$ cat src/rtl/fetch_pkg.sv
// rtl/fetch_pkg.sv - shared widths, defaults, state type and helpers for the fetch stage
package fetch_pkg;

  localparam int INSTR_W = 32;
  localparam int ADDR_W  = 32;

  localparam logic [ADDR_W-1:0]  PC_STEP_DEFAULT  = 32'd4;
  localparam logic [ADDR_W-1:0]  RESET_PC_DEFAULT = 32'd0;
  localparam logic [INSTR_W-1:0] NOP_WORD         = 32'd0;

  // RUN: normal sequential fetch; FLUSH: first cycle after a redirect
  typedef enum logic {
    RUN   = 1'b0,
    FLUSH = 1'b1
  } fetch_state_t;

  // Drop the byte offset so the PC always points at a whole word
  function automatic logic [ADDR_W-1:0] align_word(input logic [ADDR_W-1:0] addr);
    return {addr[ADDR_W-1:2], 2'b00};
  endfunction

endpackage

$ cat src/rtl/instruction_fetch_if.sv
// rtl/instruction_fetch_if.sv - valid/ready handshake between fetch and decode
interface instruction_fetch_if;
  import fetch_pkg::*;

  logic               if_valid;
  logic               if_ready;
  logic [INSTR_W-1:0] if_instr;
  logic [ADDR_W-1:0]  if_pc;

  // Fetch side produces the word, decode side applies backpressure
  modport master (output if_valid, output if_instr, output if_pc, input if_ready);
  modport slave  (input if_valid, input if_instr, input if_pc, output if_ready);

endinterface

$ cat src/rtl/fetch_pc_gen.sv
// rtl/fetch_pc_gen.sv - program counter register with increment, wrap and redirect
module fetch_pc_gen
  import fetch_pkg::*;
#(
  parameter logic [ADDR_W-1:0] RESET_PC  = RESET_PC_DEFAULT,
  parameter logic [ADDR_W-1:0] PC_STEP   = PC_STEP_DEFAULT,
  parameter int                MEM_DEPTH = 65536
) (
  input  logic              clk,
  input  logic              rst_n,
  input  logic              advance,
  input  logic              redirect,
  input  logic [ADDR_W-1:0] target,
  output logic [ADDR_W-1:0] pc_q,
  output logic              wrap_pulse,
  output logic              misalign_pulse
);

  // One extra bit so the increment and the limit compare never overflow
  typedef logic [ADDR_W:0] wide_t;

  localparam wide_t WRAP_LIMIT = wide_t'(MEM_DEPTH) - wide_t'(PC_STEP);
  localparam wide_t DEPTH_WIDE = wide_t'(MEM_DEPTH);

  wide_t             inc_wide;
  logic              inc_wraps;
  logic [ADDR_W-1:0] target_al;
  logic              target_oob;

  assign inc_wide   = {1'b0, pc_q} + {1'b0, PC_STEP};
  assign inc_wraps  = inc_wide > WRAP_LIMIT;
  assign target_al  = align_word(target);
  assign target_oob = {1'b0, target_al} >= DEPTH_WIDE;

  // Redirect beats sequential advance; wrap and misalign are single-cycle pulses
  always_ff @(posedge clk or negedge rst_n) begin
    if (!rst_n) begin
      pc_q           <= RESET_PC;
      wrap_pulse     <= 1'b0;
      misalign_pulse <= 1'b0;
    end else begin
      wrap_pulse     <= 1'b0;
      misalign_pulse <= 1'b0;
      if (redirect) begin
        misalign_pulse <= |target[1:0];
        if (target_oob) begin
          pc_q       <= RESET_PC;
          wrap_pulse <= 1'b1;
        end else begin
          pc_q <= target_al;
        end
      end else if (advance) begin
        if (inc_wraps) begin
          pc_q       <= RESET_PC;
          wrap_pulse <= 1'b1;
        end else begin
          pc_q <= inc_wide[ADDR_W-1:0];
        end
      end
    end
  end

endmodule

$ cat src/rtl/instruction_fetch.sv
// rtl/instruction_fetch.sv - fetch stage: PC, memory address, output register, flush FSM, counter
module instruction_fetch
  import fetch_pkg::*;
#(
  parameter logic [ADDR_W-1:0] RESET_PC  = RESET_PC_DEFAULT,
  parameter logic [ADDR_W-1:0] PC_STEP   = PC_STEP_DEFAULT,
  parameter int                MEM_DEPTH = 65536,
  parameter int                CNT_W     = 32
) (
  input  logic                clk,
  input  logic                rst_n,
  output logic [ADDR_W-1:0]   imem_addr,
  input  logic [INSTR_W-1:0]  imem_data,
  input  logic                stall,
  input  logic                branch_taken,
  input  logic [ADDR_W-1:0]   branch_target,
  instruction_fetch_if.master dec,
  output logic                misalign_err,
  output logic                wrap_evt,
  output logic [CNT_W-1:0]    fetch_count
);

  fetch_state_t      state;
  logic [ADDR_W-1:0] pc_q;
  logic              can_issue;
  logic              fire;

  // FLUSH always has an empty output register, so it can always take a word
  assign can_issue = (state == FLUSH) || !dec.if_valid || dec.if_ready;
  assign fire      = can_issue && !stall && !branch_taken;
  assign imem_addr = pc_q;

  fetch_pc_gen #(
    .RESET_PC  (RESET_PC),
    .PC_STEP   (PC_STEP),
    .MEM_DEPTH (MEM_DEPTH)
  ) u_pc_gen (
    .clk            (clk),
    .rst_n          (rst_n),
    .advance        (fire),
    .redirect       (branch_taken),
    .target         (branch_target),
    .pc_q           (pc_q),
    .wrap_pulse     (wrap_evt),
    .misalign_pulse (misalign_err)
  );

  // Flush FSM, decode-facing output register and fetch counter
  always_ff @(posedge clk or negedge rst_n) begin
    if (!rst_n) begin
      state        <= RUN;
      dec.if_valid <= 1'b0;
      dec.if_instr <= NOP_WORD;
      dec.if_pc    <= '0;
      fetch_count  <= '0;
    end else begin
      if (branch_taken) begin
        // A same-cycle accept by decode still takes the old word; anything after is dropped
        state        <= FLUSH;
        dec.if_valid <= 1'b0;
      end else begin
        state <= RUN;
        if (fire) begin
          dec.if_instr <= imem_data;
          dec.if_pc    <= pc_q;
          dec.if_valid <= 1'b1;
          fetch_count  <= fetch_count + 1'b1;
        end else if (can_issue && dec.if_valid && dec.if_ready) begin
          // Stalled while decode drained the register: leave a bubble
          dec.if_valid <= 1'b0;
        end
      end
    end
  end

endmodule
$ cat src/flat_wrapper.sv
// flat-port wrapper written by rule: the top's interface ports become plain ports
module instruction_fetch_flat import fetch_pkg::*;
#(
  parameter logic [ADDR_W-1:0] RESET_PC  = RESET_PC_DEFAULT,
  parameter logic [ADDR_W-1:0] PC_STEP   = PC_STEP_DEFAULT,
  parameter int                MEM_DEPTH = 65536,
  parameter int                CNT_W     = 32
)
  (clk, rst_n, imem_addr, imem_data, stall, branch_taken, branch_target, misalign_err, wrap_evt, fetch_count, dec_if_valid, dec_if_instr, dec_if_pc, dec_if_ready);
  instruction_fetch_if dec_i ();
  input  logic clk;
  input  logic rst_n;
  output logic [ADDR_W-1:0] imem_addr;
  input  logic [INSTR_W-1:0] imem_data;
  input  logic stall;
  input  logic branch_taken;
  input  logic [ADDR_W-1:0] branch_target;
  output logic misalign_err;
  output logic wrap_evt;
  output logic [CNT_W-1:0] fetch_count;
  output wire logic [$bits(dec_i.if_valid)-1:0] dec_if_valid;
  output wire logic [$bits(dec_i.if_instr)-1:0] dec_if_instr;
  output wire logic [$bits(dec_i.if_pc)-1:0] dec_if_pc;
  input wire logic [$bits(dec_i.if_ready)-1:0] dec_if_ready;
  assign dec_if_valid = dec_i.if_valid;
  assign dec_if_instr = dec_i.if_instr;
  assign dec_if_pc = dec_i.if_pc;
  assign dec_i.if_ready = dec_if_ready;
  instruction_fetch #(.RESET_PC(RESET_PC), .PC_STEP(PC_STEP), .MEM_DEPTH(MEM_DEPTH), .CNT_W(CNT_W)) u_core (.clk(clk), .rst_n(rst_n), .imem_addr(imem_addr), .imem_data(imem_data), .stall(stall), .branch_taken(branch_taken), .branch_target(branch_target), .dec(dec_i), .misalign_err(misalign_err), .wrap_evt(wrap_evt), .fetch_count(fetch_count));
endmodule
$ cat config.mk
export PLATFORM = sky130hd
export DESIGN_NAME = instruction_fetch_flat
export DESIGN_NICKNAME = d
export VERILOG_FILES = /design/src/rtl/fetch_pkg.sv /design/src/rtl/instruction_fetch_if.sv /design/src/rtl/fetch_pc_gen.sv /design/src/rtl/instruction_fetch.sv /design/src/flat_wrapper.sv
export SDC_FILE = /design/constraint.sdc
export NUM_CORES = 1
export LEC_CHECK = 0
export ABC_AREA = 1
export CAP_MARGIN = 20
export CORE_MARGIN = 2
export CORE_UTILIZATION = 33
export CTS_CLUSTER_SIZE = 24
export DETAILED_ROUTE_END_ITERATION = 10
export SLEW_MARGIN = 10
export SYNTH_ARGS = -nofsm -noshare
export SYNTH_HDL_FRONTEND = slang
export SYNTH_SLANG_ARGS = --single-unit
$ cat constraint.sdc
create_clock -name clk -period 1.88 [get_ports clk]
set_input_delay 0.376 -clock clk [delete_from_list [all_inputs] [get_ports clk]]
set_output_delay 0.376 -clock clk [all_outputs]
set_load 0.02 [all_outputs]
==> impl_summary.log <==
[metrics] total detailed-routing wirelength: 19.71 mm
[metrics] Pins Over Slew Limit: 0
[metrics] proportion of synthesized flip-flops having asynchronous set or reset: 1.000
[metrics] overall die area: 0.02070 sq mm
[metrics] number of nets with antenna violations after detailed routing: 0
[metrics] cell count after synthesis: approximately 840
[metrics] largest fanout of any net on the critical path: 7
[metrics] mux contribution to synthesized area: 0
[metrics] FF-to-FF Start: u_core.u_pc_gen.pc_q[2]
[metrics] flops & latches, synth: 128
[metrics] critical register-to-register path endpoint: u_core.u_pc_gen.pc_q[10]
[metrics] number of input and output port buffers inserted: just under 200
[metrics] nets: 1206
[metrics] most area-consuming cells after synthesis: sky130_fd_sc_hd__dfrtp_1, sky130_fd_sc_hd__nand2_1, sky130_fd_sc_hd__nor2_1
[metrics] DR WL/cell: between 10 and 15 microns
[metrics] post-synthesis cell area: 0.006456 sq mm
[metrics] Clock Skews: around 0.0063 ns
[metrics] aggregate global routing overflow: 0
[metrics] number of iterations in the first detailed-routing pass: 5
[metrics] worst endpoint data arrival time: around 2.4 ns
[metrics] violated checks: setup timing
[metrics] fraction of final layout cells sized beyond drive strength 1: 0.1822
[metrics] final cycle utilization of the critical path: 1.066
[metrics] data required time at the worst endpoint: 2.24 ns
[metrics] growth of design area from synthesis to finish: 59.01%
[metrics] post-placement worst setup slack: -0.4092 ns
[metrics] standard-cell row count: 51
[metrics] reg2reg setup slack: -0.12 ns
[metrics] final core utilization: 0.5310
[metrics] dominant combinational cell family by area after synthesis: simple AND/OR/NAND/NOR gates
[metrics] number of DRC violations after detailed-routing iteration 0: 281
[metrics] Achievable Freq: 499.2 MHz
[metrics] y dimension of the die: 143.9 microns
[metrics] worst hold-check path type: in2async
[metrics] minimum clock period after layout: 2.003 ns
[metrics] worst slack on hold paths: 0.4166 ns
[metrics] count of cell types in the netlist: 33
[metrics] Antenna Diode Count: 0
[metrics] clock input transition at the sequential cells of the worst setup and hold paths: 0.06 ns
[metrics] first-pass GRT wire length: 31.60 mm
[metrics] final setup violation count: 15
[metrics] share of synthesized area occupied by flip-flops and latches: 0.4961
[metrics] post-detailed-route DRC marker count: 0
[metrics] most frequent cells in the layout: sky130_fd_sc_hd__nand2_1, sky130_fd_sc_hd__clkdlybuf4s50_1, sky130_fd_sc_hd__dfrtp_1
[metrics] I/O pin count: 200
[metrics] antenna violations before repair: 0
[metrics] Simple-Gate Fraction of Synth Area: 0.3353
[metrics] mean cell area of the mapped netlist: 7.704 sq um
[metrics] result of the run: finished, violations left
[metrics] routability congestion estimate: 0.8364
[metrics] number of max-cap violations: 0
[metrics] clock buffer count from CTS: 17
[metrics] critical path startpoint category: flop
[metrics] dominant cell type by area after synthesis: sky130_fd_sc_hd__dfrtp_1
[metrics] Critical Setup Path Class: reg2reg
[metrics] placeable core region: 0.01933 sq mm
[metrics] peak supply drop: 0.0006315 V
[metrics] Synth Area in XOR/XNOR: 0.05019
[metrics] clock tree from TritonCTS: yes
[metrics] post-synth top area share: 0.4961
[metrics] post-synthesis share of cell area spent on full adders, half adders and majority gates: 0.005814
[metrics] leakage power: 5.170 nW
[metrics] RSZ-0062 raised after global routing: yes
[metrics] total power: between 0.007 and 0.008 W
[metrics] Setup WS post-layout: -0.1232 ns
[metrics] via count of the first global-routing pass: approximately 6300
[metrics] post-detail-place hpwl: 14.14 mm
[metrics] maximum count of clock buffers along a single path: 2
[metrics] H-tree depth reported by CTS: 4
[metrics] Initial Utilization: 0.3339
[metrics] compound-gate portion of the synthesized area: 0.04341
[metrics] warning count from the yosys run: 0
[metrics] horizontal extent of the die: 143.9 microns
[metrics] clock sink count: 128
[metrics] via/cell ratio: between 4 and 5
[metrics] Total GRT Usage: 0.1954
[metrics] fill cell count: 1849
[metrics] count of endpoints failing hold in the final timing report: 0
[metrics] Layout Cell Area excl Fill: 0.01027 sq mm
[metrics] most common flop cell mapped by yosys: sky130_fd_sc_hd__dfrtp_1
[metrics] most common cell after layout, fill and taps aside: sky130_fd_sc_hd__nand2_1
[metrics] area of placed instances: 0.009410 sq mm
[metrics] category of the worst setup path capture point: flop
[metrics] buffer type at the clock tree root: sky130_fd_sc_hd__clkbuf_16
[metrics] count of vias placed by the detailed router: 6373
[metrics] pin count of the biggest net entering global routing: 99
[metrics] number of cells on the worst reg-to-reg path: 14
[metrics] power density of the placed cells: 733.7 mW/mm^2
[metrics] EDFF count, synth: 0
[metrics] clock latency reported for the late side of the worst-skew pair: between 0.4 and 0.5 ns
## through the flow
| stage | cells | TNS [ns] |
|---|---|---|
| after floorplan | 841 | -0.05265 |
| after global placement | 1365 | -15.92 |
| after detailed placement | 1365 | -19.00 |
| after CTS | 1406 | -1.911 |
| after global routing | 1412 | -3.755 |
| final | 1412 | -1.577 |
## registers in the layout, summed over array words and instances (netlist names)
| name | cells |
|---|---|
| u_core.dec.if_instr | 32 |
| u_core.fetch_count | 32 |
| u_core.dec.if_pc | 30 |
| u_core.u_pc_gen.pc_q | 30 |
| u_core.dec.if_valid | 1 |
| u_core.state | 1 |
| u_core.u_pc_gen.misalign_pulse | 1 |
| u_core.u_pc_gen.wrap_pulse | 1 |
## worst max path at each step
| stage | slack [ns] | to | start |
|---|---|---|---|
| after floorplan | -0.01 | u_core.u_pc_gen.pc_q[15] | u_core.u_pc_gen.pc_q[3] |
| after global placement | -0.35 | u_core.fetch_count[23] | dec_if_ready |
| after detailed placement | -0.41 | u_core.fetch_count[15] | dec_if_ready |
| after CTS | -0.16 | u_core.u_pc_gen.pc_q[6] | u_core.u_pc_gen.pc_q[3] |
| after global routing | -0.28 | u_core.u_pc_gen.pc_q[7] | u_core.u_pc_gen.pc_q[3] |
| final | -0.12 | u_core.u_pc_gen.pc_q[10] | u_core.u_pc_gen.pc_q[2] |
## layout make-up
type,instances,area (sq um),share of cell area
sequential,128,3208,0.3125
clock inverter,13,113.9,0.01109
timing repair buffer,302,2811,0.2739
clock buffer,19,442.9,0.04314
tap,265,331.6,0.03230
inverter,79,302.8,0.02949
multi-input combinational,606,3055,0.2976
## critical path, stage by stage, from the launching register on
cell,delay (ns)
sky130_fd_sc_hd__dfrtp_2,0.41
sky130_fd_sc_hd__ha_4,0.18
sky130_fd_sc_hd__nand2_4,0.05
sky130_fd_sc_hd__nor2_4,0.15
sky130_fd_sc_hd__nand2_4,0.09
sky130_fd_sc_hd__nor2_4,0.13
sky130_fd_sc_hd__nand2_1,0.06
sky130_fd_sc_hd__nand2_1,0.06
sky130_fd_sc_hd__nand2_1,0.05
sky130_fd_sc_hd__nor2_1,0.08
sky130_fd_sc_hd__nand2_1,0.09
sky130_fd_sc_hd__nor2_4,0.24
sky130_fd_sc_hd__buf_6,0.17
sky130_fd_sc_hd__nand4_1,0.10
sky130_fd_sc_hd__nand2_1,0.06
## report_power, final
part           internal [W]  total (W)  switching (W)
registers           0.00294    0.00309       0.000145
clock network       0.00185    0.00314        0.00129
logic              0.000604    0.00130       0.000700
## metal layers
layer	track usage	share of wire	up-vias
met4	0.06605	0.016	0
li1	-	-	3214
met3	0.04299	0.050	24
met2	0.3243	0.48	159
met5	0	0	-
met1	0.2526	0.45	2976
## timing repair
action | CTS | global route
setup endpoints to repair | 60 | 43
pin swaps | 13 | 18
buffers inserted | 7 | 6
hold buffers | 1 | 0
gates resized for setup | 65 | 51
gates cloned | 1 | 0
endpoints found under the hold margin | 28 | 0
## synthesized netlist by cell type (5+ instances only)
cell                       number
sky130_fd_sc_hd__dfrtp_1      128
sky130_fd_sc_hd__nor2_4         6
sky130_fd_sc_hd__nand4_1       25
sky130_fd_sc_hd__o21ai_0       48
sky130_fd_sc_hd__nand2_1      302
sky130_fd_sc_hd__nor2_2         8
sky130_fd_sc_hd__nor2_1        89
sky130_fd_sc_hd__xnor2_1       12
sky130_fd_sc_hd__xor2_1        25
sky130_fd_sc_hd__clkbuf_1      16
sky130_fd_sc_hd__nand3_1       44
sky130_fd_sc_hd__buf_4          5
sky130_fd_sc_hd__nor3_1        15
sky130_fd_sc_hd__inv_1         75
## kinds of logic (layout without fill, tap and decap cells)
logic type,after synthesis,after routing
AND/OR/NAND/NOR,506,507
buffers and inverters,108,413
AO/OA/AOI/OAI,55,55
XOR/XNOR,37,37
adder cells (fa/ha/maj),3,3
other,1,4
flip-flops,128,128
(Power assumes the default switching activity.)
